$ cat src/rtl/hilo_div_unit_pkg.sv
// Shared CPU definitions: divider FSM states, default width, DIV/DIVU funct codes.
// Latency: n/a (type and constant declarations only).
// Backpressure: n/a.
package cpu_defs;

    localparam int DIV_WIDTH = 32;

    // SPECIAL-opcode funct fields recognised by the decoder
    localparam logic [5:0] FUNCT_DIV  = 6'h1A;
    localparam logic [5:0] FUNCT_DIVU = 6'h1B;

    typedef enum logic [1:0] {
        DIV_IDLE = 2'd0,
        DIV_CALC = 2'd1,
        DIV_FIN  = 2'd2
    } div_state_t;

endpackage

$ cat src/rtl/hilo_div_unit_div_step.sv
// One combinational radix-2 restoring division iteration on unsigned magnitudes.
// Latency: combinational, zero cycles.
// Backpressure: none; the caller decides when to register the result.
//  rem/quo  : partial remainder and quotient before this step
//  dvs      : divisor magnitude
//  rem_nxt/quo_nxt : values after shifting {rem,quo} left and trying a subtract
module div_step #(
    parameter int WIDTH = 32
) (
    input  logic [WIDTH-1:0] rem,
    input  logic [WIDTH-1:0] quo,
    input  logic [WIDTH-1:0] dvs,
    output logic [WIDTH-1:0] rem_nxt,
    output logic [WIDTH-1:0] quo_nxt
);

    logic [WIDTH:0]   rem_sh;
    logic [WIDTH+1:0] trial;
    logic             trial_neg;
    logic             unused_trial;

    // The shifted remainder needs WIDTH+1 bits; one extra bit holds the borrow.
    assign rem_sh    = {rem, quo[WIDTH-1]};
    assign trial     = {1'b0, rem_sh} - {2'b00, dvs};
    assign trial_neg = trial[WIDTH+1];

    // A successful trial is always below dvs, so its top magnitude bit is zero.
    assign unused_trial = trial[WIDTH];

    assign rem_nxt = trial_neg ? rem_sh[WIDTH-1:0] : trial[WIDTH-1:0];
    assign quo_nxt = {quo[WIDTH-2:0], ~trial_neg};

endmodule

$ cat src/rtl/hilo_div_unit.sv
// DIV/DIVU engine writing quotient to LO and remainder to HI.
// Latency: fixed; start accepted at edge N gives done in the cycle after edge N+WIDTH+1.
// Backpressure: busy holds the EX stage; start is ignored unless the FSM is idle.
//  clk, rst                       : clock and synchronous active-high reset
//  start, is_signed, dividend, divisor : request and operands, captured in IDLE
//  busy, done                     : in-progress flag and one-cycle completion pulse
//  lo_data/hi_data, lo_we/hi_we   : results (held) and write-enable pulses
module hilo_div_unit
    import cpu_defs::*;
#(
    parameter int WIDTH = DIV_WIDTH
) (
    input  logic             clk,
    input  logic             rst,
    input  logic             start,
    input  logic             is_signed,
    input  logic [WIDTH-1:0] dividend,
    input  logic [WIDTH-1:0] divisor,
    output logic             busy,
    output logic             done,
    output logic [WIDTH-1:0] lo_data,
    output logic [WIDTH-1:0] hi_data,
    output logic             lo_we,
    output logic             hi_we
);

    localparam int CW = $clog2(WIDTH) + 1;

    div_state_t       state;
    logic [WIDTH-1:0] rem;
    logic [WIDTH-1:0] quo;
    logic [WIDTH-1:0] dvs;
    logic [WIDTH-1:0] rem_nxt;
    logic [WIDTH-1:0] quo_nxt;
    logic [CW-1:0]    cnt;
    logic             sign_q;
    logic             sign_r;
    logic             dvz;

    logic             a_neg;
    logic             b_neg;
    logic [WIDTH-1:0] a_mag;
    logic [WIDTH-1:0] b_mag;

    // Negating the most negative value returns the same pattern, which is
    // already the correct unsigned magnitude.
    assign a_neg = is_signed & dividend[WIDTH-1];
    assign b_neg = is_signed & divisor[WIDTH-1];
    assign a_mag = a_neg ? -dividend : dividend;
    assign b_mag = b_neg ? -divisor  : divisor;

    div_step #(.WIDTH(WIDTH)) u_step (
        .rem     (rem),
        .quo     (quo),
        .dvs     (dvs),
        .rem_nxt (rem_nxt),
        .quo_nxt (quo_nxt)
    );

    always_ff @(posedge clk) begin
        if (rst) begin
            state   <= DIV_IDLE;
            busy    <= 1'b0;
            done    <= 1'b0;
            lo_we   <= 1'b0;
            hi_we   <= 1'b0;
            lo_data <= '0;
            hi_data <= '0;
            rem     <= '0;
            quo     <= '0;
            dvs     <= '0;
            cnt     <= '0;
            sign_q  <= 1'b0;
            sign_r  <= 1'b0;
            dvz     <= 1'b0;
        end else begin
            done  <= 1'b0;
            lo_we <= 1'b0;
            hi_we <= 1'b0;
            case (state)
                DIV_IDLE: begin
                    if (start) begin
                        rem    <= '0;
                        quo    <= a_mag;
                        dvs    <= b_mag;
                        sign_q <= a_neg ^ b_neg;
                        sign_r <= a_neg;
                        dvz    <= (divisor == '0);
                        cnt    <= CW'(WIDTH);
                        busy   <= 1'b1;
                        state  <= DIV_CALC;
                    end
                end
                DIV_CALC: begin
                    rem <= rem_nxt;
                    quo <= quo_nxt;
                    cnt <= cnt - 1'b1;
                    if (cnt == CW'(1)) begin
                        state <= DIV_FIN;
                    end
                end
                DIV_FIN: begin
                    // A zero divisor leaves rem equal to |dividend|, so sign
                    // correction already restores hi = dividend; only LO needs
                    // forcing to all ones regardless of signs.
                    lo_data <= dvz ? '1 : (sign_q ? -quo : quo);
                    hi_data <= sign_r ? -rem : rem;
                    done    <= 1'b1;
                    lo_we   <= 1'b1;
                    hi_we   <= 1'b1;
                    busy    <= 1'b0;
                    state   <= DIV_IDLE;
                end
                default: begin
                    busy  <= 1'b0;
                    state <= DIV_IDLE;
                end
            endcase
        end
    end

endmodule

$ cat config.mk
export PLATFORM = sky130hd
export DESIGN_NAME = hilo_div_unit
export DESIGN_NICKNAME = d
export VERILOG_FILES = /design/src/rtl/hilo_div_unit_pkg.sv /design/src/rtl/hilo_div_unit_div_step.sv /design/src/rtl/hilo_div_unit.sv
export SDC_FILE = /design/constraint.sdc
export NUM_CORES = 1
export LEC_CHECK = 0
export CAP_MARGIN = 20
export CORE_MARGIN = 2
export CORE_UTILIZATION = 23
export DETAILED_ROUTE_END_ITERATION = 7
export SYNTH_ARGS = -nofsm -noshare
export SYNTH_HDL_FRONTEND = slang
export SYNTH_SLANG_ARGS = --single-unit
$ cat constraint.sdc
create_clock -name clk -period 4.32 [get_ports clk]
set_input_delay 0.864 -clock clk [delete_from_list [all_inputs] [get_ports clk]]
set_output_delay 0.864 -clock clk [all_outputs]
set_load 0.005 [all_outputs]
[Word-level counts from Yosys, hierarchy flattened]
Cells that the tools add are included.
Word-level totals
  register bits after elaboration: 173
  input bits: 68
  output and inout port bits: 68
  logic and storage cells: 53
Cells by class
  $add $sub $neg: 6
  eq/ne operators: 5
  multiplexer cells: 18
  bitwise operators: 5
  reductions and logical operators: 7
Operator list (number)
  two-way mux 32 bit: 8
  negation 32 bit: 4
  one-hot mux 32 bit (2 select lines): 2
  subtractor 33 x 32 -> 34 bit: 1
  zero test 32 bit: 1
  one-hot mux 6 bit (2 select lines): 1
  AND reduction 2 bit: 4
  == test 6 x 1 -> 1 bit (second input constant): 1
  two-way mux 6 bit: 1
  subtractor 6 x 1 -> 6 bit (second input constant): 1
  two-way mux 2 bit: 2
  inequality test 2 bit (second input constant): 2
  one-hot mux 2 bit (2 select lines): 1
  bitwise AND 1 bit: 2
  == test 2 x 1 -> 1 bit (second input constant): 1
  == test 2 bit (second input constant): 1
  zero test 2 bit: 1
  two-way mux 1 bit: 2
  inverter 1 bit: 2
  one-hot mux 1 bit (2 select lines): 1
  nonzero test 2 bit: 1
  bitwise XOR 1 bit: 1

[Logic depth before layout (Yosys ltp)]
  word-level depth: 4
  mapped depth: 13
  mapped depth without buffers: 12

[Hierarchy]
From an unflattened synthesis, not the netlist that was laid out.
Unflattened totals
  cells, all modules: 1433
  area total of the unflattened synthesis: 11499.8 um2
Modules (own cells, without submodules)
  hilo_div_unit: instances 1, cells each 1030, area each 8893.5 um2, seq. area each 3463.3 um2
  div_step: instances 1, cells each 403, area each 2606.2 um2, seq. area each 0.0 um2

[Least setup slack after synthesis]
No wires, ideal clock.
  path type: input port to flip-flop
  start point: in dividend[8]
  end point: reg quo[27]
  setup time: 128 ps
  arrival time: 2790 ps
  required time: 4192 ps
  slack: 1403 ps
  stages on the path: 8
  buffers on the path: 0
  cells stage by stage: or4_1 > nand4b_1 > nor3_1 > and2_1 > a31oi_1 > xor2_1 > a222oi_1 > nor2_1
On the way
  cells in the longest elaborated chain, start to end: 4
Ends and longest elaborated chain
  from (decl): RTL line hilo_div_unit.sv:17  | input logic [WIDTH-1:0] dividend,
  negation 32 bit: RTL line hilo_div_unit.sv:49  | assign a_mag = a_neg ? -dividend : dividend;
  two-way mux 32 bit: RTL line hilo_div_unit.sv:49
  two-way mux 32 bit: RTL line hilo_div_unit.sv:82  | if (start) begin
  one-hot mux 32 bit (2 select lines): RTL line hilo_div_unit.sv:80  | case (state)
  to (signal assigned): RTL line hilo_div_unit.sv:84  | quo <= a_mag;
  to (signal assigned): RTL line hilo_div_unit.sv:96  | quo <= quo_nxt;
  to (decl): RTL line hilo_div_unit.sv:31  | logic [WIDTH-1:0] quo;
No other way between the ends. The select of a mux whose other input is x is not followed.
A chain may end at the register's enable or synchronous reset.

[Final worst setup path]
  start point: reg quo[31]
  end point: reg rem[30]
On the way
  cells in the longest elaborated chain, start to end: 3
Ends and longest elaborated chain
  subtractor 33 x 32 -> 34 bit: RTL line hilo_div_unit_div_step.sv:24  | assign trial = {1'b0, rem_sh} - {2'b00, dvs};
  two-way mux 32 bit: RTL line hilo_div_unit_div_step.sv:30  | assign rem_nxt = trial_neg ? rem_sh[WIDTH-1:0] : trial[WIDTH-1:0];
  one-hot mux 32 bit (2 select lines): RTL line hilo_div_unit.sv:80
  to (signal assigned): RTL line hilo_div_unit.sv:95  | rem <= rem_nxt;
  to (decl): RTL line hilo_div_unit.sv:30  | logic [WIDTH-1:0] rem;
No other way between the ends.

==> flow_summary.yaml <==
outcome:
  status: "completed"
synthesis:
  syn_area_sq_um: 10600
  yosysMostFrequentCell: "nor2_1"
  synth_top_area_cell: "dfxtp_1"
  yosys_most_used_dff: "dfxtp_1"
  synth-seq-cells: 173
  synth_area_per_cell_sq_um: 7.96
  ys_types: 68
  yosysTopAreaCellShare_pct: 32.6
  synth_nets: 1441
  synth_area_leaders: "dfxtp_1 33%, nor2_1 6.5%, xnor2_1 6.2%, xor2_1 4.6%, ha_1 4.5%"
  async_flop_share_pct: 0
  synthTopCellsByCount: "183 x nor2_1, 173 x dfxtp_1, 112 x nand2_1, 86 x o21ai_0, 75 x xnor2_1"
  netlist_instances: 1334
  yosys_warnings: 0
  yosysSeqAreaShare_pct: 32.6
  synth_edf_count: 0
critical_path:
  cp_slowest_cell: "a221oi_1"
  startpoint: "quo[31]"
  endpoint_kind: "flip-flop"
  cp_slowest_stage_delay_ps: 570
  critical_path_class: "flip-flop to flip-flop"
  path_cells: "inv_1, ha_1, inv_1, fa_1, a21o_1, a221oi_1, o2111a_1, nor3_1, o21ai_0, mux2i_1, o211ai_1, o21ai_0"
  cp.arrival_ps: 3870
  cp_max_fo: 4
  r2r_start: "quo[31]"
  start_kind: "flip-flop"
  crit_required_ps: 4700
drt:
  wl_met1_um: 14900
  dr.pass1.iters: 8
  ant_nets: 0
  drt-total-wl_um: 32000
  wl_per_cell_um: 15.7
  wl_met3_um: 2010
  vias: 10000
  route.detailed.drc: 0
  wl_met2_um: 14200
  top_layer: "met5"
  viasPerCell: 4.93
  drt_iter0_drc: 722
clocking:
  cts.reportedPaths.clkPinSlew_ps: 70
  cts_setup_buffers: 0
  ctsHtreeMaxLevel: 4
  insertion_delay_ps: 450
  post_cts_resize_count: 0
  cts_tree: "yes"
  clock-root-buffer: "clkbuf_16"
  ctsHoldBuffers: 0
  clk_path_buf_depth: 2
  numCtsBuffers: 17
  cts.sinks: 173
power:
  p_sw_share_pct: 40.0
  seq_power_share_pct: 30.6
  p_leak_nw: 4.70
  ir_drop_v: 0.000317
  pwr-share-comb_pct: 45.8
  total_power_mw: 6.42
  p_switching_mw: 2.57
  p_int_mw: 3.85
  p_per_area_nw_per_um2: 488
  clkPwrFrac_pct: 23.7
timing:
  setup_slack_ps: 838
  max_freq_mhz: 287
  whs_ps: 454
  worst_pin_slew_ps: 1020
  finalCritPeriodShare_pct: 80.6
  rsz0062_at_grt: "false"
  finalHoldViolations: 0
  slew_headroom_pct: 31.7
  setup_violations: 0
  tns_ps: 0
  min_period_ps: 3480
  skew_ps: 9.20
  final_max_slew_viol_count: 0
layout:
  multiInputGateArea_sq_um: 6640
  area_growth_pct: 23.9
  register_area_sq_um: 3460
  n_fill_cell: 4916
  layout-drive-gt1-share_pct: 5.02
  final_nets: 1527
min_path:
  min_from: "dvs[28]"
  hold_class: "flip-flop to flip-flop"
die:
  io-pin-count: 136
  die_w_um: 219
  core.rowCount: 78
  core_area_sq_um: 45500
  die_h_um: 219
  initial_core_util_pct: 23.3
  die_area_sq_um: 47900
placement:
  io_buffer_count: 135
  dpl.hpwl_um: 23900
  place.gp.congestion: 0.893
  post-place-ws_ps: 440
global_routing:
  gr-total-overflow: 0
  grt_start_max_net_pins: 74
  grt_pass1_vias: 9488
  grt_use_total_pct: 13.4
  grt_pass1_wl_um: 51300
  grt_antenna_before_repair: 7
flow_run:
  drv_cap: 0
[stage by stage]
step	instance area, sq um	utilization (%)	cells
after floorplan	10600	-	1334
after global placement	12500	27.5	1999
after detailed placement	12500	27.5	1999
after CTS	13100	28.8	2031
after global routing	13200	28.9	2034
final	13200	28.9	2036
[critical path: cells and delay by family, from the launching register on]
| family | cells | cell delay (ps) |
|---|---|---|
| muxes | 1 | 250 |
| and+or+nand+nor | 1 | 120 |
| DFF | 1 | 330 |
| AOI/OAI and AO/OA | 6 | 1860 |
| buffers and inverters | 2 | 230 |
| adders and majority gates | 2 | 620 |
[cells by family (layout without fill, tap and decap cells)]
| kind of cell | after synthesis | in the layout | synth area share [%] |
|---|---|---|---|
| adder cells (fa/ha/maj) | 39 | 39 | 4.67 |
| multiplexers | 25 | 25 | 2.37 |
| flip-flops | 173 | 173 | 32.6 |
| AND/OR/NAND/NOR | 444 | 444 | 19.9 |
| AO/OA/AOI/OAI | 383 | 383 | 24.6 |
| buffers and inverters | 139 | 238 | 5.04 |
| other | 0 | 3 | 0 |
| XOR/XNOR | 131 | 131 | 10.8 |
[state kept, by name, summed over array words and instances, names as in the netlist, 2 cells and up]
signal   cells
state        2
hi_data     32
lo_data     32
cnt          6
quo         32
dvs         32
rem         32
[cell usage in the layout, fill, tap and decap left out, types with 7 or more instances in the layout]
cell type and n:
a211oi_1 49, a21o_1 9, a21oi_1 70, a222oi_1 31, a311oi_1 7, a31oi_1 10
a32oi_1 11, and2_1 8, and3_1 10, buf_4 15, clkbuf_16 17, clkdlybuf4s50_1 134
dfxtp_1 173, ha_1 38, inv_1 54, mux2i_1 24, nand2_1 112, nand2b_1 10
nand3_1 12, nor2_1 183, nor3_1 27, nor4_1 15, o211ai_1 7, o21a_1 9
o21ai_0 86, o22ai_1 28, o31ai_1 23, o41ai_1 12, or3_1 9, or4_1 11
xnor2_1 75, xor2_1 56
[final timing paths]
kind | slack (ps) | to | cells after the start
setup reg to reg | 840 | rem[30] | 12
hold / removal | 450 | dvs[28] | 2
setup / recovery | 840 | rem[30] | 12
hold reg to reg | 450 | dvs[28] | 2
[area by class of cell]
class,count,area share [%]
Antenna cell,3,0.0571
Clock buffer,20,3.47
Clock inverter,12,0.856
Inverter,54,1.54
Multi-Input combinational cell,1022,50.4
Sequential cell,173,26.3
Tap cell,600,5.71
Timing Repair Buffer,152,11.6
[routing by layer]
| metal | vias to the layer above | track usage (%) |
|---|---|---|
| met3 | 55 | 3.47 |
| li1 | 5049 | - |
| met5 | - | 0 |
| met4 | 10 | 5.50 |
| met1 | 4665 | 17.8 |
| met2 | 257 | 20.7 |
[power by group through the flow]
stage	combinational [mW]	sequential, mW	clock (mW)
final	2.94	1.96	1.52
after global routing	3.28	1.99	1.63
after CTS	2.92	1.96	1.56
after detailed placement	2.90	2.00	0
after global placement	2.87	1.99	0
after floorplan	2.26	1.91	0
Power figures use the tool's default switching activity.
